`src/rtl/oled_init_pkg.sv`:
```
// oled_init_pkg: entry type codes, protocol byte constants and the power-up ROM contents.
package oled_init_pkg;

    localparam logic [1:0] T_EMIT  = 2'b00;
    localparam logic [1:0] T_DELAY = 2'b01;
    localparam logic [1:0] T_END   = 2'b10;

    // Flag bytes are 001abcde with a=CS, b=DC, c=RES, d=VBATC, e=VDDC.
    localparam logic [7:0] FLAGS_OFF  = 8'h37;
    localparam logic [7:0] FLAGS_VDD  = 8'h36;
    localparam logic [7:0] FLAGS_RES  = 8'h32;
    localparam logic [7:0] FLAGS_CSL  = 8'h26;
    localparam logic [7:0] FLAGS_VBAT = 8'h24;
    localparam logic [7:0] SPI_OP     = 8'h10;
    localparam logic [7:0] DISP_OFF   = 8'hAE;
    localparam logic [7:0] DISP_ON    = 8'hAF;

    function automatic logic [9:0] rom_word(input int unsigned addr);
        case (addr)
            0:       rom_word = {T_EMIT, FLAGS_OFF};
            1:       rom_word = {T_EMIT, FLAGS_VDD};
            2:       rom_word = {T_DELAY, 8'd1};
            3:       rom_word = {T_EMIT, FLAGS_RES};
            4:       rom_word = {T_DELAY, 8'd1};
            5:       rom_word = {T_EMIT, FLAGS_VDD};
            6:       rom_word = {T_DELAY, 8'd1};
            7:       rom_word = {T_EMIT, FLAGS_CSL};
            8:       rom_word = {T_EMIT, SPI_OP};
            9:       rom_word = {T_EMIT, DISP_OFF};
            10:      rom_word = {T_EMIT, FLAGS_VBAT};
            11:      rom_word = {T_DELAY, 8'd100};
            12:      rom_word = {T_EMIT, SPI_OP};
            13:      rom_word = {T_EMIT, DISP_ON};
            14:      rom_word = {T_EMIT, FLAGS_OFF};
            default: rom_word = {T_END, 8'h00};
        endcase
    endfunction

endpackage

```
`src/rtl/oled_init_rom.sv`:
```
// oled_init_rom: combinational address-to-word lookup of the init sequence.
module oled_init_rom
    import oled_init_pkg::*;
#(
    parameter int AW = 5
) (
    input  logic [AW-1:0] addr,
    output logic [9:0]    word
);

    assign word = rom_word(32'(addr));

endmodule

```
`src/rtl/oled_init_seq.sv`:
```
// oled_init_seq: ROM-driven power-up sequencer feeding the PMOD OLED bridge byte input.
module oled_init_seq
    import oled_init_pkg::*;
#(
    parameter int CYC_PER_MS = 12000,
    parameter int BYTE_GAP   = 32,
    parameter int ROM_AW     = 5
) (
    input  logic       clk,
    input  logic       resetq,
    input  logic       start,
    output logic [7:0] out_data,
    output logic       out_valid,
    input  logic       out_ready,
    output logic       busy,
    output logic       done
);

    localparam int CW = $clog2(255 * CYC_PER_MS + BYTE_GAP + 1);

    localparam logic [2:0] S_IDLE  = 3'd0;
    localparam logic [2:0] S_FETCH = 3'd1;
    localparam logic [2:0] S_EMIT  = 3'd2;
    localparam logic [2:0] S_GAP   = 3'd3;
    localparam logic [2:0] S_DELAY = 3'd4;
    localparam logic [2:0] S_DONE  = 3'd5;

    logic [2:0]        state;
    logic [ROM_AW-1:0] addr;
    logic [CW-1:0]     count;
    logic [9:0]        word;
    logic [1:0]        kind;

    oled_init_rom #(.AW(ROM_AW)) u_rom (.addr(addr), .word(word));

    // The last slot always ends the run so the address never wraps mid-sequence.
    assign kind = (addr == {ROM_AW{1'b1}}) ? T_END : word[9:8];

    always_ff @(posedge clk or negedge resetq) begin
        if (!resetq) begin
            state     <= S_IDLE;
            addr      <= '0;
            count     <= '0;
            out_data  <= 8'h00;
            out_valid <= 1'b0;
            busy      <= 1'b0;
            done      <= 1'b0;
        end else begin
            case (state)
                S_IDLE, S_DONE: begin
                    if (start) begin
                        addr  <= '0;
                        busy  <= 1'b1;
                        done  <= 1'b0;
                        state <= S_FETCH;
                    end
                end
                S_FETCH: begin
                    if (kind == T_EMIT) begin
                        addr      <= addr + 1'b1;
                        out_data  <= word[7:0];
                        out_valid <= 1'b1;
                        state     <= S_EMIT;
                    end else if (kind == T_DELAY) begin
                        addr  <= addr + 1'b1;
                        count <= CW'(32'(word[7:0]) * CYC_PER_MS);
                        state <= (word[7:0] == 8'd0) ? S_FETCH : S_DELAY;
                    end else begin
                        busy  <= 1'b0;
                        done  <= 1'b1;
                        state <= S_DONE;
                    end
                end
                S_EMIT: begin
                    if (out_ready) begin
                        out_valid <= 1'b0;
                        count     <= CW'(BYTE_GAP);
                        state     <= S_GAP;
                    end
                end
                // Leaving at a count of 1 makes the counter span exactly its loaded number of cycles.
                S_GAP, S_DELAY: begin
                    count <= count - 1'b1;
                    if (count <= CW'(1))
                        state <= S_FETCH;
                end
                default: state <= S_IDLE;
            endcase
        end
    end

endmodule
```
`config.mk`:
```
export PLATFORM = sky130hd
export DESIGN_NAME = oled_init_seq
export DESIGN_NICKNAME = d
export VERILOG_FILES = /design/src/rtl/oled_init_pkg.sv /design/src/rtl/oled_init_rom.sv /design/src/rtl/oled_init_seq.sv
export SDC_FILE = /design/constraint.sdc
export NUM_CORES = 1
export LEC_CHECK = 0
export BUFFER_PORTS_ARGS = -buffer_cell sky130_fd_sc_hd__buf_2
export CORE_ASPECT_RATIO = 0.7
export CORE_MARGIN = 4
export CORE_UTILIZATION = 60
export CTS_CLUSTER_DIAMETER = 120
export DETAILED_ROUTE_END_ITERATION = 8
export MAX_ROUTING_LAYER = met4
export PLACE_DENSITY = 0.86
export REMOVE_ABC_BUFFERS = 1
export SLEW_MARGIN = 20
export SYNTH_ARGS = -nofsm -noshare
export SYNTH_HDL_FRONTEND = slang
export SYNTH_HIERARCHICAL = 1
export SYNTH_SLANG_ARGS = --single-unit
```
`constraint.sdc`:
```
create_clock -name clk -period 11 [get_ports clk]
set_input_delay 3.3 -clock clk [delete_from_list [all_inputs] [get_ports clk]]
set_output_delay 3.3 -clock clk [all_outputs]
set_load 0.02 [all_outputs]
```
Word level (Yosys, flattened, before mapping)
Memories as Yosys holds them, arrays and structs flattened. Index checks and enable logic that the tools add are counted.

Add/subtract/negate cells: 2. Multipliers: 1. $lt $le $gt $ge: 1. Equal/unequal tests: 15. Mux-type cells: 28. Reduce and logical (&&, ||, !) cells: 14.

Operator list (number): 22-bit 2-to-1 mux (3); 22-bit case mux with 3 select lines (1); 22-bit by 1-bit <= comparator with 1-bit output (second input constant) (1); 22-bit by 1-bit subtractor with 22-bit output (second input constant) (1); 3-bit 2-to-1 mux (6); 8-bit by 9-bit multiplier with 17-bit output (second input constant) (1); 5-bit 2-to-1 mux (3); 2-bit inequality test (second input constant) (7); 3-bit case mux with 4 select lines (1); 10-bit 2-to-1 mux (1); 5-bit case mux with 2 select lines (1); 3-bit AND reduction (3); 8-bit zero test (1); 1-bit 2-to-1 mux (8); 4-bit AND reduction (2); 3-bit by 2-bit equality test with 1-bit output (second input constant) (2); 3-bit equality test (second input constant) (2); 1-bit case mux with 2 select lines (3); 5-bit by 1-bit adder with 5-bit output (second input constant) (1); 5-bit equality test (second input constant) (1); 2-bit nonzero test (2); 2-bit OR reduction (2); 3-bit by 1-bit equality test with 1-bit output (second input constant) (1); 3-bit zero test (1); other kinds (6) (6).

Bits in registers: 41. Bits in read-only memories: 160. Input bits: 4. Output and inout bits: 11. Word-level logic and storage cells: 69. Memories kept: 1.

Memory list: (name not given) (depth 16, bits a word 10, read ports 1, clocked after memory_dff 0, write ports 0, RTL line oled_init_pkg.sv:19) `case (addr)`.

Logic depth before layout (Yosys ltp)
An unclocked memory read counts as a cell.

Depth after elaboration: 7. Mapped depth: 21. Depth with buffers taken out: 21.

Modules after synthesis
The synthesis kept the hierarchy.

Modules (own cells, without submodules): oled_init_seq (instances 1, cells each 437, area an instance 3937.5 µm², sequential area each 1026.0 µm²); oled_init_rom (instances 1, cells each 39, area an instance 284.0 µm², sequential area each 0.0 µm²).

Worst setup path after synthesis
Ideal clock, no wire load.

Path kind: register -> register. From: reg addr[0]. To: reg count[18]. Setup time: 0.092 ns. Arrival: 5.238 ns. Data required time: 10.908 ns. Path slack: 5.670 ns. Cell stages (with the launch flop): 20. Path buffers: 0. Clock period less this slack: 5.330 ns. Cells stage by stage: dfrtp_1 inv_1 ha_1 and2_2 o21ai_0 nand2_1 fa_1 inv_1 fa_1 inv_1 fa_1 inv_1 fa_1 inv_1 ha_1 or4_4 o211a_1 o21a_1 o21a_1 o31ai_2.

Word-level cells in the longest chain between the ends: 6. Elaborated cells between the ends (all ways): 13. Those cells by class: mul: 1; eq/ne: 4; mux: 5; reduce/logical: 2; memory: 1.

RTL lines: start, declared (RTL line oled_init_seq.sv:29) `logic [ROM_AW-1:0] addr;`; start signal, assigned (RTL line oled_init_seq.sv:60) `addr <= addr + 1'b1;`; start signal, assigned (RTL line oled_init_seq.sv:65) `addr <= addr + 1'b1;`; memory 16 x 10 bit; 10-bit 2-to-1 mux (RTL line oled_init_pkg.sv:19); via word[5] (RTL line oled_init_seq.sv:31) `logic [9:0] word;`; 8-bit by 9-bit multiplier with 17-bit output (RTL line oled_init_seq.sv:66) `count <= CW'(32'(word[7:0]) * CYC_PER_MS);`; 22-bit 2-to-1 mux (RTL line oled_init_seq.sv:64) `end else if (kind == T_DELAY) begin`; 22-bit 2-to-1 mux (RTL line oled_init_seq.sv:59) `if (kind == T_EMIT) begin`; 22-bit case mux with 3 select lines (RTL line oled_init_seq.sv:49) `case (state)`; end signal, assigned (RTL line oled_init_seq.sv:66); end signal, assigned (RTL line oled_init_seq.sv:77) `count <= CW'(BYTE_GAP);`; end signal, assigned (RTL line oled_init_seq.sv:83) `count <= count - 1'b1;`; end, declared (RTL line oled_init_seq.sv:30) `logic [CW-1:0] count;`.

The timed path passes the listed nets, and every way through them passes these cells. The select of a mux whose other input is x is not followed. A chain may end at the register's enable or synchronous reset.

Worst setup path after layout
From: reg addr[0]. To: reg count[20].

The elaborated chain is that of the path after synthesis.

==> summary.md <==
| Metric | Value |
|---|---|
| Pre-CTS WS | `5.14 ns` |
| Chip height | `~78 µm` |
| Max-cap viol count | `0` |
| Worst Hold Class | `reg2reg` |
| CP Launch Type | `flop` |
| Final antenna-violating net count | `0` |
| Cell variety after synth | `64` |
| Rows | `25` |
| Worst Tran Pin Value | `~1.1 ns` |
| Asr flop ratio synth | `100%` |
| WP data arrival | `6.09 ns` |
| Initial antenna violation count | `0` |
| Slew Limit Fails | `0` |
| Diodes inserted | `0` |
| Yosys warns | `6` |
| Area Growth Syn to Fin | `5.31%` |
| Syn Std Cell Area | `4220 µm²` |
| Via density | `approximately 6.2` |
| Max-slew headroom | `28.0%` |
| Setup Skew | `just under 0.007 ns` |
| Max Freq | `169 MHz` |
| Post-CTS resize count | `0` |
| Layout Utilization | `65.5%` |
| Worst hold path cell count | `1` |
| Post-synthesis sequential area ratio | `roughly 24%` |
| # setup viols final | `0` |
| Most frequent CP cell | `inv_1` |
| Via count | `3602` |
| Post-synth top area cell | `dfrtp_1` |
| Remaining Overflow, GRT | `0` |
| Final Hold Viols | `0` |
| Final min period | `5.91 ns` |
| Root Driver | `clkbuf_8` |
| I/O pins | `15` |
| Crit-path cells | `inv_1 > ha_1 > and2_2 > o21ai_0 > nand2_1 > fa_1 > inv_1 > fa_1 > inv_1 > fa_1 > inv_1 > fa_1 > inv_1 > ha_1 > o21ai_1 > a21oi_2 > or4_1 > a311oi_1 > xor2_1 > o221ai_1` |
| Tcrit/Tclk final | `53.8%` |
| Final setup TNS | `0 ns` |
| First-pass GRT wire length | `between 15000 and 20000 µm` |
| Top area cells in the synthesized netlist | `dfrtp_1 (24%), ha_1 (16%), fa_1 (12%), inv_1 (4.6%), nand2_1 (3.4%)` |
| I/O Buffers | `14` |
| Slowest CP cell | `fa_1` |
| Final worst slack | `around 5.1 ns` |
| Cell area after layout | `between 4000 and 5000 µm²` |
| CP peak stage delay | `0.66 ns` |
| Yosys top cell area share | `between 20% and 30%` |
| R2R setup slack | `between 5 and 6 ns` |
| Initial DRC Count | `~280` |
| Pin count of the biggest net entering global routing | `42` |
| DRC viols | `0` |
| Vias in the first global route | `roughly 3400` |
| Initial cell density of the core | `roughly 62%` |
| Synthesized area per cell | `8.87 µm²` |
| Detailed Routing Iterations Pass 1 | `5` |
| Nets | `568` |
| TritonCTS Buffers | `5` |
| Level count of the clock H-tree | `2` |
| Post-DP Area | `about 4400 µm²` |
| CTS tree | `done` |
| Clk sinks | `41` |
| Final wirelength | `9890 µm` |
| Fillers | `566` |
| Hold Path End | `out_data[1]` |
| Die X-Extent | `108 µm` |
| CP endpoint kind | `flop` |
| Hold buffer count at cts | `0` |
| DIE AREA | `8460 µm²` |
| Post-CTS repair timing setup buffer count | `0` |
| DP HPWL | `7690 µm` |
| Worst Path Required | `11.17 ns` |
| Total Routing Usage GR | `25.5%` |
| Number of synthesized flops with an enable pin | `0` |
| Routed WL per cell | `~17 µm` |
| Setup CP Type | `reg2reg` |
| Clk_lat worst skew | `0.30 ns` |
| Max FO, Critical Path | `8` |
| R2R Path Start | `addr[0]` |
| Unrepaired setup endpoints after global routing | `false` |
| Mapped Cells | `about 480` |
| Layout cells sized above 1 | `under 10%` |
| Hold Startpoint | `out_data[1]` |
| Clock-pin slew on the worst setup and hold paths | `0.08 ns` |
| Core box area | `6790 µm²` |
| Synth Flop Type | `dfrtp_1` |
| Status | `finished, final reports clean` |
| RR Endpoint | `count[20]` |
| GP Congestion | `0.981` |
| Register bit total from synthesis | `41` |
| Max clock buf depth | `2` |
| FF-to-FF path depth | `20` |
synthesized netlist by cell type (3+ instances only):
master    count
a211oi_1      4
a21o_1        3
a21oi_1      26
a22oi_1       5
buf_2         7
clkbuf_1      4
dfrtp_1      41
fa_1         25
ha_1         53
inv_1        52
mux2_2        9
nand2_1      38
nand2b_1     13
nand3_1       8
nor2_1       38
nor2b_1       4
nor3_1       11
nor4_1        5
nor4_4        3
o211ai_1      3
o21a_1        4
o21ai_0      28
o21ai_1      25
o221ai_1      4
o22ai_1       3
or3_1         3
xor2_1        8
cell families after synthesis:
kind of cell               synth area share (%)
buffers and inverters                      6.25
xor gates and xnor gates                   2.07
muxes                                      2.40
DFF                                        24.3
AOI/OAI and AO/OA                          19.5
and+or+nand+nor                            17.9
adders and majority gates                  27.6
worst max-delay path by stage:
stage	start	end	slack, ns
final	addr[0]	count[20]	5.09
after global routing	addr[0]	count[20]	4.78
after CTS	addr[0]	count[20]	5.16
after detailed placement	addr[0]	count[20]	5.14
after global placement	addr[0]	count[18]	5.47
after floorplan	addr[0]	count[18]	5.67
registers in the layout, indices dropped and copies added, names as in the netlist:
| signal | cells |
|---|---|
| busy | 1 |
| out_data | 8 |
| count | 22 |
| out_valid | 1 |
| addr | 5 |
| state | 3 |
| done | 1 |
worst max-delay path: cells and delay by family (launching register included):
kind                     cells  cell delay [ns]
adder cells (fa/ha/maj)      6             2.89
AO/OA/AOI/OAI                5             0.90
AND/OR/NAND/NOR              3             0.87
flip-flops                   1             0.52
buffers and inverters        5             0.41
XOR/XNOR                     1             0.19
placed cells by master, fill, tap and decap left out, types with 3 or more instances in the layout:
cell and n:
ha_1 53, inv_1 52, dfrtp_1 41, nor2_1 38, nand2_1 38, o21ai_0 28
a21oi_1 26, o21ai_1 25, fa_1 25, buf_2 14, nand2b_1 13, nor3_1 11
mux2_2 9, nand3_1 8, xor2_1 8, clkbuf_8 6, nor4_1 5, a22oi_1 5
o21a_1 4, nor2b_1 4, a211oi_1 4, o221ai_1 4, nor4_4 3, a21o_1 3
or3_1 3, o211ai_1 3, o22ai_1 3
routing by layer:
layer  wire (µm)  GRT usage (%)  vias to the layer above
met5           0              -                        -
met4         160           7.31                        0
met3         655           4.68                       16
met2        4380           36.8                      132
met1        4700           36.9                     1754
li1            -              -                     1700
area by class of cell:
type	instances	area, µm²	share of cell area (%)
timing repair buffer	16	85.1	1.91
inverter	52	195	4.39
tap	94	118	2.65
clock buffer	6	82.6	1.86
clock inverter	1	7.51	0.169
multi-input combinational	370	2930	65.9
sequential	41	1030	23.1
per-stage QoR:
stage / cells / hold WS (ns)
3_5_place_dp: 573 / 0.490
4_1_cts: 580 / 0.506
3_3_place_gp: 573 / 0.484
6_report: 580 / 0.505
2_1_floorplan: 463 / 0.478
5_1_grt: 580 / 0.526
Power is left out: the tool's default activity adds up to more than one toggle a clock period on the data nets, which glitch-free logic cannot reach.
